[src/rtl/flash_addr_seq.sv]
// Flash read address sequencer: windowed wrap/step counter with a req/ack handshake.
// Optional one-shot stop at the window edge via FLASH_ADDR_SEQ_ONESHOT_EN.
module flash_addr_seq #(
   parameter int unsigned       ADDR_W = 23,
   parameter logic [ADDR_W-1:0] START  = '0,
   parameter logic [ADDR_W-1:0] LAST   = 'h7FFFF,
   parameter int unsigned       STEP_W = 4
) (
   input  logic              clk_i,
   input  logic              rst_i,
   input  logic              advance_i,
   input  logic              play_i,
   input  logic              dir_i,
   input  logic [STEP_W-1:0] step_i,
   input  logic              restart_i,
   input  logic              oneshot_i,
   input  logic              ack_i,
   output logic [ADDR_W-1:0] addr_o,
   output logic              req_o,
   output logic              done_o,
   output logic              overrun_o
);

   localparam logic [ADDR_W:0] START_X = {1'b0, START};
   localparam logic [ADDR_W:0] LAST_X  = {1'b0, LAST};
   localparam logic [ADDR_W:0] SPAN_X  = LAST_X - START_X + 1'b1;

`ifdef FLASH_ADDR_SEQ_ONESHOT_EN
   typedef enum logic [1:0] {S_IDLE, S_REQ, S_STOP} state_t;
`else
   typedef enum logic [1:0] {S_IDLE, S_REQ} state_t;
`endif

   state_t            state_q;
   logic [ADDR_W-1:0] addr_q, addr_d;
   logic              req_q, pend_q, overrun_q;
   logic [ADDR_W:0]   step_x, addr_x, fwd_sum;
   logic              wrap;

   // Step arithmetic is one bit wider than the address so the wrap compare cannot overflow.
   always_comb begin
      step_x  = {{(ADDR_W+1-STEP_W){1'b0}}, step_i};
      if (step_i == '0) step_x = 1;
      addr_x  = {1'b0, addr_q};
      fwd_sum = addr_x + step_x;
      if (dir_i) begin
         wrap   = fwd_sum > LAST_X;
         addr_d = wrap ? ADDR_W'(fwd_sum - SPAN_X) : ADDR_W'(fwd_sum);
      end else begin
         wrap   = addr_x < START_X + step_x;
         addr_d = wrap ? ADDR_W'(addr_x - step_x + SPAN_X) : ADDR_W'(addr_x - step_x);
      end
`ifdef FLASH_ADDR_SEQ_ONESHOT_EN
      if (oneshot_i && wrap) addr_d = dir_i ? LAST : START;
`endif
   end

`ifdef FLASH_ADDR_SEQ_ONESHOT_EN
   logic clamp, final_q, done_q;
   assign clamp  = oneshot_i && wrap;
   assign done_o = done_q;
`else
   logic unused_oneshot;
   assign unused_oneshot = oneshot_i;
   assign done_o         = 1'b0;
`endif

   always_ff @(posedge clk_i) begin
      overrun_q <= 1'b0;
`ifdef FLASH_ADDR_SEQ_ONESHOT_EN
      done_q    <= 1'b0;
`endif
      if (!rst_i) begin
         state_q <= S_IDLE;
         addr_q  <= START;
         req_q   <= 1'b0;
         pend_q  <= 1'b0;
`ifdef FLASH_ADDR_SEQ_ONESHOT_EN
         final_q <= 1'b0;
`endif
      end else if (restart_i) begin
         state_q <= S_IDLE;
         addr_q  <= dir_i ? START : LAST;
         req_q   <= 1'b0;
         pend_q  <= 1'b0;
`ifdef FLASH_ADDR_SEQ_ONESHOT_EN
         final_q <= 1'b0;
`endif
      end else begin
         case (state_q)
            S_IDLE: begin
               if (advance_i && play_i) begin
                  addr_q  <= addr_d;
                  req_q   <= 1'b1;
                  state_q <= S_REQ;
`ifdef FLASH_ADDR_SEQ_ONESHOT_EN
                  final_q <= clamp;
`endif
               end
            end
            S_REQ: begin
               if (ack_i) begin
`ifdef FLASH_ADDR_SEQ_ONESHOT_EN
                  if (final_q) begin
                     done_q  <= 1'b1;
                     req_q   <= 1'b0;
                     pend_q  <= 1'b0;
                     final_q <= 1'b0;
                     state_q <= S_STOP;
                  end else
`endif
                  // A same-cycle advance counts as a pending step behind this ack.
                  if (play_i && (pend_q || advance_i)) begin
                     addr_q <= addr_d;
                     pend_q <= pend_q && advance_i;
`ifdef FLASH_ADDR_SEQ_ONESHOT_EN
                     final_q <= clamp;
`endif
                  end else begin
                     req_q   <= 1'b0;
                     pend_q  <= 1'b0;
                     state_q <= S_IDLE;
                  end
               end else if (advance_i && play_i) begin
                  if (pend_q) overrun_q <= 1'b1;
                  else        pend_q    <= 1'b1;
               end
            end
            default: ;
         endcase
      end
   end

   assign addr_o    = addr_q;
   assign req_o     = req_q;
   assign overrun_o = overrun_q;

endmodule
[config.mk]
export PLATFORM = sky130hd
export DESIGN_NAME = flash_addr_seq
export DESIGN_NICKNAME = d
export VERILOG_FILES = /design/src/rtl/flash_addr_seq.sv
export SDC_FILE = /design/constraint.sdc
export NUM_CORES = 1
export LEC_CHECK = 0
export BUFFER_PORTS_ARGS = -buffer_cell sky130_fd_sc_hd__buf_2
export CAP_MARGIN = 20
export CORE_MARGIN = 8
export CORE_UTILIZATION = 30
export CTS_BUF_LIST = sky130_fd_sc_hd__clkbuf_8
export DETAILED_ROUTE_END_ITERATION = 6
export SYNTH_ARGS = -nofsm -noshare
export SYNTH_HDL_FRONTEND = slang
export SYNTH_SLANG_ARGS = --single-unit
export TNS_END_PERCENT = 1
[constraint.sdc]
create_clock -name clk_i -period 8.5 [get_ports clk_i]
set_clock_uncertainty 0.05 [all_clocks]
set_input_delay 0.85 -clock clk_i [delete_from_list [all_inputs] [get_ports clk_i]]
set_output_delay 0.85 -clock clk_i [all_outputs]
set_load 0.01 [all_outputs]
# After elaboration in Yosys (flattened, before gate mapping)
# Cells that the tools add are included.
# op_classes
add_sub_neg,4
multipliers,0
div_mod_pow,0
n_lt_le_gt_ge,2
eq_ne,7
shifts,0
muxes,21
bitwise_logic,3
n_reduce_logical,14
# op_table
operator,n
23-bit 2-to-1 mux,7
23-bit one-hot mux with 2 select lines,1
23-bit by 4-bit adder with 24-bit output,1
"24-bit by 19-bit greater-than comparator with 1-bit output, second input constant",1
23-bit by 24-bit less-than comparator with 1-bit output,1
"23-bit by 20-bit adder with 23-bit output, second input constant",1
"23-bit by 20-bit subtractor with 23-bit output, second input constant",1
23-bit subtractor,1
19-bit 2-to-1 mux,1
"3-bit != test, second input constant",3
4-bit AND reduction,2
1-bit 2-to-1 mux,6
2-bit 2-to-1 mux,3
"2-bit != test, second input constant",3
5-bit OR reduction,1
4-bit logical NOT,1
4-bit 2-to-1 mux,1
2-bit one-hot mux with 2 select lines,1
2-bit nonzero test,2
1-bit logical AND,3
1-bit NOT,3
3-bit nonzero test,1
"2-bit by 1-bit == test with 1-bit output, second input constant",1
2-bit logical NOT,1
4 further kinds,4
# totals
register_bits,28
latchBits,0
ramBits,0
romBits,0
in_bits,12
out_inout_bits,26
elab_cells,56
mem_count,0

# Longest topological paths before layout
# Gate-level depths: netlist of run 1.
# depth
ltp_word,10
mapped_depth,15
depth_no_buf,15

# Least setup slack after synthesis of run 1
# OpenSTA, ideal clock, no wires.
# synth_path
kind,input port to flip-flop
startpoint,input port step_i[1]
endpoint,register addr_q[21] (netlist: addr_o[21])
setup_time_ps,62
arrival_ps,3442
t_required_ps,8388
setup_slack_ps,4946
path_stages,15
path_buffers,0
cell_sequence,inv_1 > a31o_2 > ha_1 > inv_1 > fa_1 > nor2_1 > o311ai_0 > nor2_1 > nand2_1 > xor2_1 > ha_1 > or4_1 > o21ai_0 > o21ai_0 > nand3_1
# synth_between
elab_chain_cells,10
word_cells_on_any_way,16
classes_between,add/sub: 4; order compare: 2; mux: 9; reduce/logical: 1
# synth_lines
element,line,rtl
start: declaration,14,"input logic [STEP_W-1:0] step_i,"
4-bit logical NOT,43,if (step_i == '0) step_x = 1;
4-bit 2-to-1 mux *,43,
23-bit subtractor / 23-bit by 4-bit adder with 24-bit output (equally long branches),"51, 45",
"23-bit by 20-bit adder with 23-bit output, or another cell as far along",51,addr_d = wrap ? ADDR_W'(addr_x - step_x + SPAN_X) : ADDR_W'(addr_x - step_x);
"23-bit 2-to-1 mux, on equally long branches","51, 48",
23-bit 2-to-1 mux *,46,if (dir_i) begin
23-bit 2-to-1 mux,113,if (play_i && (pend_q || advance_i)) begin
23-bit 2-to-1 mux,102,if (ack_i) begin
23-bit one-hot mux with 2 select lines *,90,case (state_q)
23-bit 2-to-1 mux *,81,end else if (restart_i) begin
end signal: assignment,83,addr_q <= dir_i ? START : LAST;
end signal: assignment,93,addr_q <= addr_d;
end signal: assignment,114,addr_q <= addr_d;
end: declaration,35,"logic [ADDR_W-1:0] addr_q, addr_d;"
# Every way passes the cells marked *; elsewhere a longest branch is shown, timed or not. The select of a mux whose other input is x is not followed.
# A chain may end at the register's enable or synchronous reset.

# Final worst setup path of run 1
# Ends and elaborated chain as after synthesis.

==> metrics.cfg, run 1 <==
[worst_setup_path]
path_class=in2reg
endpoint=addr_o[21]
r2r_end=addr_o[21]
end_kind=flop
crit_fanout=4
start_kind=input pin
r2r_slack_ns=5.23
crit_start=step_i[1]
worstRegToRegCells=14
r2r_start=addr_o[0]
arrival_ns=4.06
crit_required_ns=8.69

[job]
maxCapViolCount=0

[global_route]
use_met3=0.02169
use_met1=0.1652
gr-max-usage-layer=met2
grtUsageMet2=0.2113
grt_pass1_vias=2383
grt_pass1_wl_um=11940
grt_max_degree=44
grt_antenna_before_repair=0
grt-ovfl-total=0
grt_usage=0.1267

[layout]
diodes=0
mostFrequentLayoutCell=buf_2
ff_latch_area_um2=520.5
fin_util=0.3441
drive_above_1_share=0.1613
filler_cell_count=854
nets=366
layout_common_cells=buf_2 (35), nor2_1 (28), dfxtp_1 (26)
area_growth_pct=12.65
multi_input_area_um2=1668

[timing]
fmax_ghz=0.2585
relSlewSlack=0.3764
tightest_slew_ns=0.9355
tns_ns=0
drv_slew=0
finalSetupViolCount=0
rsz0062_at_grt=no
hold_viol_final=0
period_share=0.4551
fin_crit_ns=3.869

[floorplanning]
rows=32
start_util=0.3054
dieArea_um2=10820
die_width_um=104.0
core_region_area_um2=7607
io_pins=38
die_y_um=104.0

[clock_tree]
clock_latency_ns=0.28
cts_tree=yes
h-tree-depth=1
numCtsBuffers=3
cts_hold_buf=0
clk_path_buf_depth=2
path_clk_slew_ns=0.10
post_cts_buffers=0
root_buffer=clkbuf_8
post_cts_resized=0
cts_num_sinks=26

[logic_synthesis]
synthesis.yosys.warnings=0
mappedNetlistNets=343
yosys.area.top_type=dfxtp_1
synth_cells=319
synthArstFlopShare=0
yosysSeqAreaShare=0.2240
yosysUniqueCellTypes=57
synth_flop_cell=dfxtp_1
synth.area.top_cells=dfxtp_1 (22%), ha_1 (5.4%), o21ai_0 (5.4%), a21oi_1 (5.2%), nor2_1 (4.5%)
synth_top_area_frac=0.2240
synth_edf_count=0
syn_avg_cell_area_um2=7.284
synth_seq_cells=26
netlist_area_um2=2323

[detailed_routing]
num_vias=2454
drc=0
ant_nets=0
via_per_inst=5.540
wl_per_cell_um=15.69
dr.pass1.iters=4
drt_iter0_drc=281
wl_um=6949

[hold_path]
min_path_type=reg2reg

[placed_design]
hpwl_um=5032
portBuffers=35
gp_congestion=0.8379

[power]
vdd_drop_max_v=0.00005422
leakagePower_nw=1.041
power.density_nw_per_um2=123.8

[outcome]
status=finished clean

-- area by class of cell --
| class | count | share of cell area |
|---|---|---|
| well taps | 102 | 0.04876 |
| flip-flops and latches | 26 | 0.1989 |
| multi-input cells | 260 | 0.6372 |
| inverters | 13 | 0.01864 |
| repair buffers | 38 | 0.07553 |
| clock buffers | 4 | 0.02103 |
-- cell families (layout without fill, tap and decap cells) --
kind of cell | after synthesis | count (layout) | synth area share
and+or+nand+nor | 132 | 132 | 0.3043
AOI/OAI and AO/OA | 99 | 99 | 0.2773
buffers and inverters | 33 | 55 | 0.05815
DFF | 26 | 26 | 0.2240
xor gates and xnor gates | 16 | 16 | 0.06355
adders and majority gates | 12 | 12 | 0.07108
other | 1 | 1 | 0.001614
-- worst max-delay path: stages --
cell,delay (ns)
buf_2,0.13
inv_1,0.12
a31o_2,0.19
ha_1,0.18
inv_1,0.06
fa_1,0.37
nor2_1,0.20
o311ai_0,0.19
buf_4,0.21
nor2_1,0.20
nand2_1,0.11
xor2_1,0.16
ha_1,0.24
or4_1,0.52
o21ai_0,0.15
o21ai_0,0.09
nand3_1,0.09
-- per-stage QoR --
step                instance area (um^2)  std cells  hold WS [ns]  setup WS, ns  total power [W]
floorplan                           2323        319        0.4105         4.946        0.0002101
global placement                    2562        439        0.4274         4.429        0.0002379
detailed placement                  2562        439        0.4398         4.411        0.0002394
CTS                                 2618        443        0.4597         4.679        0.0003259
global route                        2618        443        0.4897         4.399        0.0003434
finish                              2618        443        0.4611         4.631        0.0003240
-- flip-flops by register name (all words and copies together), names as in the netlist --
| signal | flops |
|---|---|
| addr_o | 23 |
| overrun_o | 1 |
| pend_q | 1 |
| req_o | 1 |
-- power breakdown --
part           internal (W)  switching (W)
registers          0.000129      0.0000144
logic             0.0000375      0.0000563
clock network     0.0000416      0.0000452
-- synth_stat cells, types with 4 or more instances --
cell type  count
a22oi_1        5
nand2_1       24
and3_1         5
a31oi_1        8
o21ai_0       25
nor3_1        15
nand3_1       11
nor2_1        28
or3_1         10
xnor2_1        9
inv_1         12
clkbuf_1      15
dfxtp_1       26
ha_1          10
xor2_1         6
nor4_1         8
nand2b_1       8
o21ai_1        4
a21oi_1       24
-- worst min path at each step --
stage                     depth (start not counted)    from  slack (ns)   endpoint
final                                             2  pend_q        0.46  overrun_o
after CTS                                         2  pend_q        0.46  overrun_o
after floorplan                                   2  pend_q        0.41  overrun_o
after detailed placement                          2  pend_q        0.44  overrun_o
after global placement                            2  pend_q        0.43  overrun_o
after global routing                              2  pend_q        0.49  overrun_o
-- per-layer routing --
layer	up-vias	share of wire
met1	1173	0.48
met4	0	0.011
met5	-	0
met2	50	0.47
met3	8	0.035
li1	1223	-
Power figures use the tool's default switching activity.
==> inputs of run 2 (changes only) <==
--- a/config.mk
+++ b/config.mk
@@ -5,6 +5,7 @@
 export SDC_FILE = /design/constraint.sdc
 export NUM_CORES = 1
 export LEC_CHECK = 0
+export ABC_AREA = 1
 export BUFFER_PORTS_ARGS = -buffer_cell sky130_fd_sc_hd__buf_2
 export CAP_MARGIN = 20
 export CORE_MARGIN = 8
==> constraint.sdc (replaced) <==
create_clock -name clk_i -period 3.42 [get_ports clk_i]
set_clock_uncertainty 0.05 [all_clocks]
set_input_delay 0.342 -clock clk_i [delete_from_list [all_inputs] [get_ports clk_i]]
set_output_delay 0.342 -clock clk_i [all_outputs]
set_load 0.01 [all_outputs]
==> run 2 against run 1 <==
  * Area after synthesis is 18% higher
  * Combinational power grew to 2.8 times the previous value
  * Critical endpoint is now addr_o[19]
  * Die area is 15% higher
  * Register-to-register slack worse by 4.5 ns
  * Non-clock buffer count is 3 lower
  * Highest routed layer unchanged
  * Sequential share of layout area is 2.7 points lower
  * Flip-flop and latch count stayed put
  * Setup slack worse by 4.0 ns
  * Hold slack worse by 0.25 ns
  * Final cell count is 33% higher
  * Critical path depth is 2 higher
==> metrics.cfg, run 2 <==
[outcome]
status=finished clean  ; unchanged

[placed_design]
gp_congestion=0.8998  ; was 0.8379
dp.cells=587  ; was 439
hpwl_um=6297  ; was 5032 um
portBuffers=35  ; unchanged
dpl-instance-area_um2=2963  ; was 2562 um^2

[logic_synthesis]
syn_avg_cell_area_um2=6.031  ; was 7.284 um^2
yosysSeqAreaShare=0.1897  ; was 0.2240
synthesis.yosys.warnings=0  ; unchanged
yosys.area.top_type=dfxtp_1  ; unchanged
synth_cells=455  ; was 319
yosysUniqueCellTypes=47  ; was 57
synthArstFlopShare=0  ; unchanged
synth_flop_cell=dfxtp_1  ; unchanged
netlist_area_um2=2744  ; was 2323 um^2
mappedNetlistNets=479  ; was 343
synth.area.top_cells=dfxtp_1 (19%), nand2_1 (17%), inv_1 (6.3%), nand3_1 (6.2%), nor2_1 (5.5%)  ; was dfxtp_1 (22%), ha_1 (5.4%), o21ai_0 (5.4%), a21oi_1 (5.2%), nor2_1 (4.5%)
synth_top_area_frac=0.1897  ; was 0.2240
synth_seq_cells=26  ; unchanged
synthTopCellsByCount=nand2_1 (123), inv_1 (46), nor2_1 (40)  ; was nor2_1 (28), dfxtp_1 (26), o21ai_0 (25)
synth_edf_count=0  ; unchanged
yosysMostFrequentCell=nand2_1  ; was nor2_1

[clock_tree]
post_cts_buffers=0  ; unchanged
root_buffer=clkbuf_8  ; unchanged
clock_latency_ns=0.29  ; was 0.28 ns
post_cts_resized=0  ; unchanged
h-tree-depth=1  ; unchanged
clk_path_buf_depth=2  ; unchanged
cts_hold_buf=0  ; unchanged
cts_tree=yes  ; unchanged
numCtsBuffers=3  ; unchanged
cts_num_sinks=26  ; unchanged
path_clk_slew_ns=0.11  ; was 0.10 ns

[floorplanning]
start_util=0.3027  ; was 0.3054
die_y_um=111.6  ; was 104.0 um
core_region_area_um2=9065  ; was 7607 um^2
die_width_um=111.6  ; was 104.0 um
dieArea_um2=12460  ; was 10820 um^2
rows=35  ; was 32
io_pins=38  ; unchanged

[worst_setup_path]
crit_fanout=6  ; was 4
crit_start=step_i[1]  ; unchanged
start_kind=input pin  ; unchanged
crit_required_ns=3.52  ; was 8.69 ns
r2r_start=addr_o[0]  ; unchanged
path_class=in2reg  ; unchanged
end_kind=flop  ; unchanged
arrival_ns=2.88  ; was 4.06 ns

[global_route]
grt_pass1_vias=3009  ; was 2383
grt_usage=0.1339  ; was 0.1267
grt_max_degree=27  ; was 44
grt_antenna_before_repair=0  ; unchanged
grt_pass1_wl_um=13990  ; was 11940 um
grt-ovfl-total=0  ; unchanged

[layout]
diodes=0  ; unchanged
stdcell_area_um2=3034  ; was 2618 um^2
fin_cells=591  ; was 443
largest_reg_flops=23  ; unchanged
nets=505  ; was 366
mostFrequentLayoutCell=nand2_1  ; was buf_2
layout_common_cells=nand2_1 (123), inv_1 (46), nor2_1 (40)  ; was buf_2 (35), nor2_1 (28), dfxtp_1 (26)
area_growth_pct=10.58  ; was 12.65%
drive_above_1_share=0.2083  ; was 0.1613

[detailed_routing]
dr.pass1.iters=5  ; was 4
drc=0  ; unchanged
ant_nets=0  ; unchanged
drt_iter0_drc=189  ; was 281
wl_per_cell_um=13.56  ; was 15.69 um
wl_um=8016  ; was 6949 um
via_per_inst=4.983  ; was 5.540
num_vias=2945  ; was 2454

[timing]
hold_viol_final=0  ; unchanged
tightest_slew_ns=0.6771  ; was 0.9355 ns
finalSetupViolCount=0  ; unchanged
fin_crit_ns=2.782
rsz0062_at_grt=no  ; unchanged
period_share=0.8135
relSlewSlack=0.5481  ; was 0.3764
tns_ns=0  ; unchanged
drv_slew=0  ; unchanged
fmax_ghz=0.3594

[power]
power.density_nw_per_um2=287.2  ; was 123.8 nW/um^2
vdd_drop_max_v=0.0001380  ; was 0.00005422 V
finalPower_w=0.0008714  ; was 0.0003240 W
leakagePower_nw=1.398  ; was 1.041 nW

[hold_path]
min_from=ack_i  ; was pend_q
min_path_type=in2reg  ; was reg2reg

[job]
maxCapViolCount=0  ; unchanged

[run 2: changes by cell type in the layout (fill, tap and decap cells not counted), sizes merged, moves of 4 or more]
cell | previous run | this run
inv | 12 | 64
o21ai | 29 | 38
nand2b | 8 | 0
xnor2 | 10 | 1
nor3 | 15 | 7
nand4 | 4 | 8
nand3 | 11 | 37
or3 | 13 | 0
nand2 | 24 | 136
a31oi | 8 | 3
nor4 | 9 | 1
nor2 | 28 | 54
and3 | 5 | 0
a22oi | 5 | 0
[run 2: layout make-up]
type	instances	area (um^2)
clock buffers	3	41.29
flip-flops and latches	26	520.5
clock inverters	1	30.03
inverters	67	251.5
repair buffers	35	175.2
fillers	1008	6031
multi-input cells	348	1877
well taps	111	138.9
[run 2: through the flow]
step / util / hold slack, ns / worst slack, ns
5_1_grt: 0.3347 / 0.2148 / 0.3994
4_1_cts: 0.3347 / 0.1892 / 0.6748
3_5_place_dp: 0.3268 / 0.4279 / 0.3776
6_report: 0.3347 / 0.2092 / 0.6377
3_3_place_gp: 0.3268 / 0.4030 / 0.3927
2_1_floorplan: - / 0.3694 / 0.8142
[run 2: routing by layer]
| metal | GRT usage | part of all wire | up-vias |
|---|---|---|---|
| met5 | 0 | 0 | - |
| met4 | 0.05014 | 0.027 | 0 |
| met3 | 0.01840 | 0.036 | 16 |
| met2 | 0.2266 | 0.44 | 77 |
| met1 | 0.1682 | 0.49 | 1339 |
| li1 | - | - | 1513 |
[run 2: path summary, 6_finish.rpt]
check                                   to  slack [ns]  depth (start not counted)
worst max-delay path            addr_o[19]        0.64                         19
worst min-delay path             overrun_o        0.21                          2
worst max register to register  addr_o[21]        0.69                         18
worst min register to register      pend_q        0.45                          1
[run 2: power breakdown]
part | switching [W] | total (W) | internal (W) | leakage, nW
clock | 0.000112 | 0.000269 | 0.000157 | 0.0357
sequential | 0.0000248 | 0.000342 | 0.000317 | 0.213
combinational | 0.000172 | 0.000260 | 0.0000885 | 1.15
total | 0.000308 | 0.000871 | 0.000563 | 1.40
[run 2: critical path: stages]
cell      delay, ns
buf_2          0.13
inv_1          0.12
a31o_2         0.18
ha_1           0.21
inv_1          0.07
fa_1           0.38
nand3b_1       0.17
nand2_1        0.26
inv_2          0.06
nor2_1         0.29
nand2_1        0.10
nand2_1        0.06
nand2_1        0.06
nor2_1         0.11
nand2_2        0.08
nand2_1        0.06
nand2_1        0.05
nand2_1        0.12
a21oi_2        0.05
[run 2: logic make-up after synthesis]
group | share of synthesized area
AND/OR/NAND/NOR | 0.4323
XOR/XNOR | 0.03147
adder cells (fa/ha/maj) | 0.06019
buffers and inverters | 0.1263
flip-flops | 0.1897
other | 0.001367
AO/OA/AOI/OAI | 0.1587
==> inputs of run 3 (changes only) <==
--- a/config.mk
+++ b/config.mk
@@ -5,7 +5,7 @@
 export SDC_FILE = /design/constraint.sdc
 export NUM_CORES = 1
 export LEC_CHECK = 0
-export ABC_AREA = 1
+export ABC_AREA = 0
 export BUFFER_PORTS_ARGS = -buffer_cell sky130_fd_sc_hd__buf_2
 export CAP_MARGIN = 20
 export CORE_MARGIN = 8
==> constraint.sdc (replaced) <==
create_clock -name clk_i -period 2.57 [get_ports clk_i]
set_clock_uncertainty 0.05 [all_clocks]
set_input_delay 0.257 -clock clk_i [delete_from_list [all_inputs] [get_ports clk_i]]
set_output_delay 0.257 -clock clk_i [all_outputs]
set_load 0.01 [all_outputs]
==> run 3 against run 2 <==
  * The run now ends with setup timing left
  * Clock-buffer cell count stayed put
  * Final cell count is 13% lower
  * Critical path depth down 5
  * First-iteration DRC count increased by 47%
  * Clock power is 37% higher
  * Hold slack worse by 0.017 ns
  * Power is 48% higher
  * Via count shrank 4.0%
  * Global-route usage rose by 1.2 points
  * Sequential power rose by 32%
  * Largest power group is now combinational cells
==> metrics.cfg, run 3 (synthesis results as in run 1) <==
[outcome]
status=finished with violations  ; was finished clean
violations=setup timing

[clock_tree]
cts_tree=yes  ; unchanged
h-tree-depth=1  ; unchanged
cts_hold_buf=0  ; unchanged
path_clk_slew_ns=0.11  ; about the same
cts_num_sinks=26  ; unchanged
clk_path_buf_depth=2  ; unchanged
clock_latency_ns=0.29  ; about the same
numCtsBuffers=3  ; unchanged
root_buffer=clkbuf_8  ; unchanged

[floorplanning]
rows=32  ; was 35
dieArea_um2=10820  ; was 12460 um^2
start_util=0.3054  ; was 0.3027
core_region_area_um2=7607  ; was 9065 um^2
io_pins=38  ; unchanged
die_width_um=104.0  ; was 111.6 um
die_y_um=104.0  ; was 111.6 um

[worst_setup_path]
crit_fanout=3  ; was 6
crit_required_ns=2.75  ; was 3.52 ns
critPathMostFrequentCell=or3_4  ; was nand2_1
path_class=reg2reg  ; was in2reg
max_stage_delay_ns=0.38  ; about the same
end_kind=flop  ; unchanged
cp_top_family=simple AND/OR/NAND/NOR gates  ; unchanged
arrival_ns=2.98  ; was 2.88 ns
crit_chain=inv_2 > ha_4 > fa_2 > nand2b_4 > a21boi_2 > or3_4 > or3_4 > xnor2_2 > ha_2 > nand2_2 > or3_4 > a21oi_2 > a21oi_1 > nand3_1  ; was buf_2 > inv_1 > a31o_2 > ha_1 > inv_1 > fa_1 > nand3b_1 > nand2_1 > inv_2 > nor2_1 > nand2_1 > nand2_1 > nand2_1 > nor2_1 > nand2_2 > nand2_1 > nand2_1 > nand2_1 > a21oi_2
crit_slowest_cell=dfxtp_4  ; was fa_1
start_kind=flop  ; was input pin
path_buf_inv=1  ; was 4

[hold_path]
min_path_type=in2reg  ; unchanged

[timing]
setup_ws_ns=-0.2270  ; was 0.6377 ns
finalSetupViolCount=2  ; was 0
rsz0062_at_grt=yes  ; was no
drv_slew=0  ; unchanged
fin_crit_ns=2.797
period_share=1.088
fmax_ghz=0.3575
hold_viol_final=0  ; unchanged

[power]
power.density_nw_per_um2=389.7  ; was 287.2 nW/um^2
vdd_drop_max_v=0.0001998  ; was 0.0001380 V
finalPower_w=0.001289  ; was 0.0008714 W
leakagePower_nw=1.401  ; was 1.398 nW

[global_route]
grt-ovfl-total=0  ; unchanged
grt_pass1_wl_um=13350  ; was 13990 um
grt_antenna_before_repair=0  ; unchanged
grt_pass1_vias=2758  ; was 3009
grt_max_degree=26  ; was 27
grt_usage=0.1455  ; was 0.1339

[layout]
largest_reg_flops=23  ; unchanged
layout_common_cells=buf_4 (72), buf_2 (35), nor2_1 (26)  ; was nand2_1 (123), inv_1 (46), nor2_1 (40)
mostFrequentLayoutCell=buf_4  ; was nand2_1
stdcell_area_um2=3308  ; was 3034 um^2
nets=435  ; was 505
area_growth_pct=42.38  ; was 10.58%
fin_cells=512  ; was 591
filler_cell_count=800  ; was 1008
drive_above_1_share=0.3756  ; was 0.2083
fin_util=0.4349  ; was 0.3347
diodes=0  ; unchanged

[detailed_routing]
num_vias=2826  ; was 2945
dr.pass1.iters=5  ; unchanged
drc=0  ; unchanged
ant_nets=0  ; unchanged
via_per_inst=5.520  ; was 4.983
wl_per_cell_um=15.97  ; was 13.56 um
wl_um=8176  ; was 8016 um
drt_iter0_drc=278  ; was 189

[placed_design]
dpl_worst_slack_ns=-0.3813  ; was 0.3776 ns
dp.cells=506  ; was 587
portBuffers=35  ; unchanged
dpl-instance-area_um2=3131  ; was 2963 um^2
hpwl_um=6058  ; was 6297 um
gp_congestion=0.9118  ; was 0.8998

[job]
maxCapViolCount=0  ; unchanged

[run 3: changes by cell type in the layout (fill, tap and decap cells not counted), sizes merged, moves of 8 or more]
cell and change:
buf +72, inv -52, nand2 -112, nand2b +8
nand3 -26, nor2 -26, nor3 +8, nor4 +8
o21ai -9, or3 +13, xnor2 +9
[run 3: cell type report]
| cell class | instances | area (um^2) | area share |
|---|---|---|---|
| Timing Repair Buffer | 107 | 715.7 | 0.2163 |
| Inverter | 13 | 51.30 | 0.01551 |
| Multi-Input combinational cell | 260 | 1815 | 0.5488 |
| Tap cell | 102 | 127.6 | 0.03858 |
| Sequential cell | 26 | 526.8 | 0.1592 |
| Clock buffer | 3 | 41.29 | 0.01248 |
| Clock inverter | 1 | 30.03 | 0.009077 |
[run 3: per-stage QoR]
stage | setup TNS, ns | hold slack, ns
2_1_floorplan | -0.2621 | 0.3506
3_3_place_gp | -0.9418 | 0.4263
3_5_place_dp | -1.188 | 0.4313
4_1_cts | -0.3798 | 0.1837
5_1_grt | -0.6593 | 0.1913
6_report | -0.2656 | 0.1924
[run 3: per-layer routing]
metal  wire, um  track usage  part of all wire  vias up
met4        112      0.04860             0.014        0
li1           -            -                 -     1358
met5          0            0                 0        -
met3        514      0.02416             0.063       12
met2       3919       0.2479              0.48      107
met1       3630       0.1808              0.44     1349
[run 3: worst reg2reg max path: cells and delay by family, from the launching register on]
kind | cells | cell delay, ns
AND/OR/NAND/NOR | 6 | 1.28
adder cells (fa/ha/maj) | 3 | 0.53
flip-flops | 1 | 0.38
AO/OA/AOI/OAI | 3 | 0.25
XOR/XNOR | 1 | 0.18
buffers and inverters | 1 | 0.06
[run 3: repair_timing]
item,4_1_cts,5_1_grt
setup buffers,0,2
endpoints found under the setup margin,3,6
pin swaps,0,13
gates resized for setup,2,19
cloned,0,0
[run 3: worst paths after layout]
kind,start,endpoint,slack [ns],cells after the start
hold / removal,advance_i,overrun_o,0.19,3
hold reg to reg,pend_q,overrun_o,0.45,2
setup reg to reg,addr_o[0],addr_o[21],-0.23,14
setup / recovery,addr_o[0],addr_o[21],-0.23,14
[run 3: report_power, final]
part	total (W)	switching, W	internal, W
Clock	0.000368	0.000159	0.000209
Combinational	0.000468	0.000251	0.000217
Sequential	0.000453	0.0000261	0.000427
Total	0.00129	0.000436	0.000853
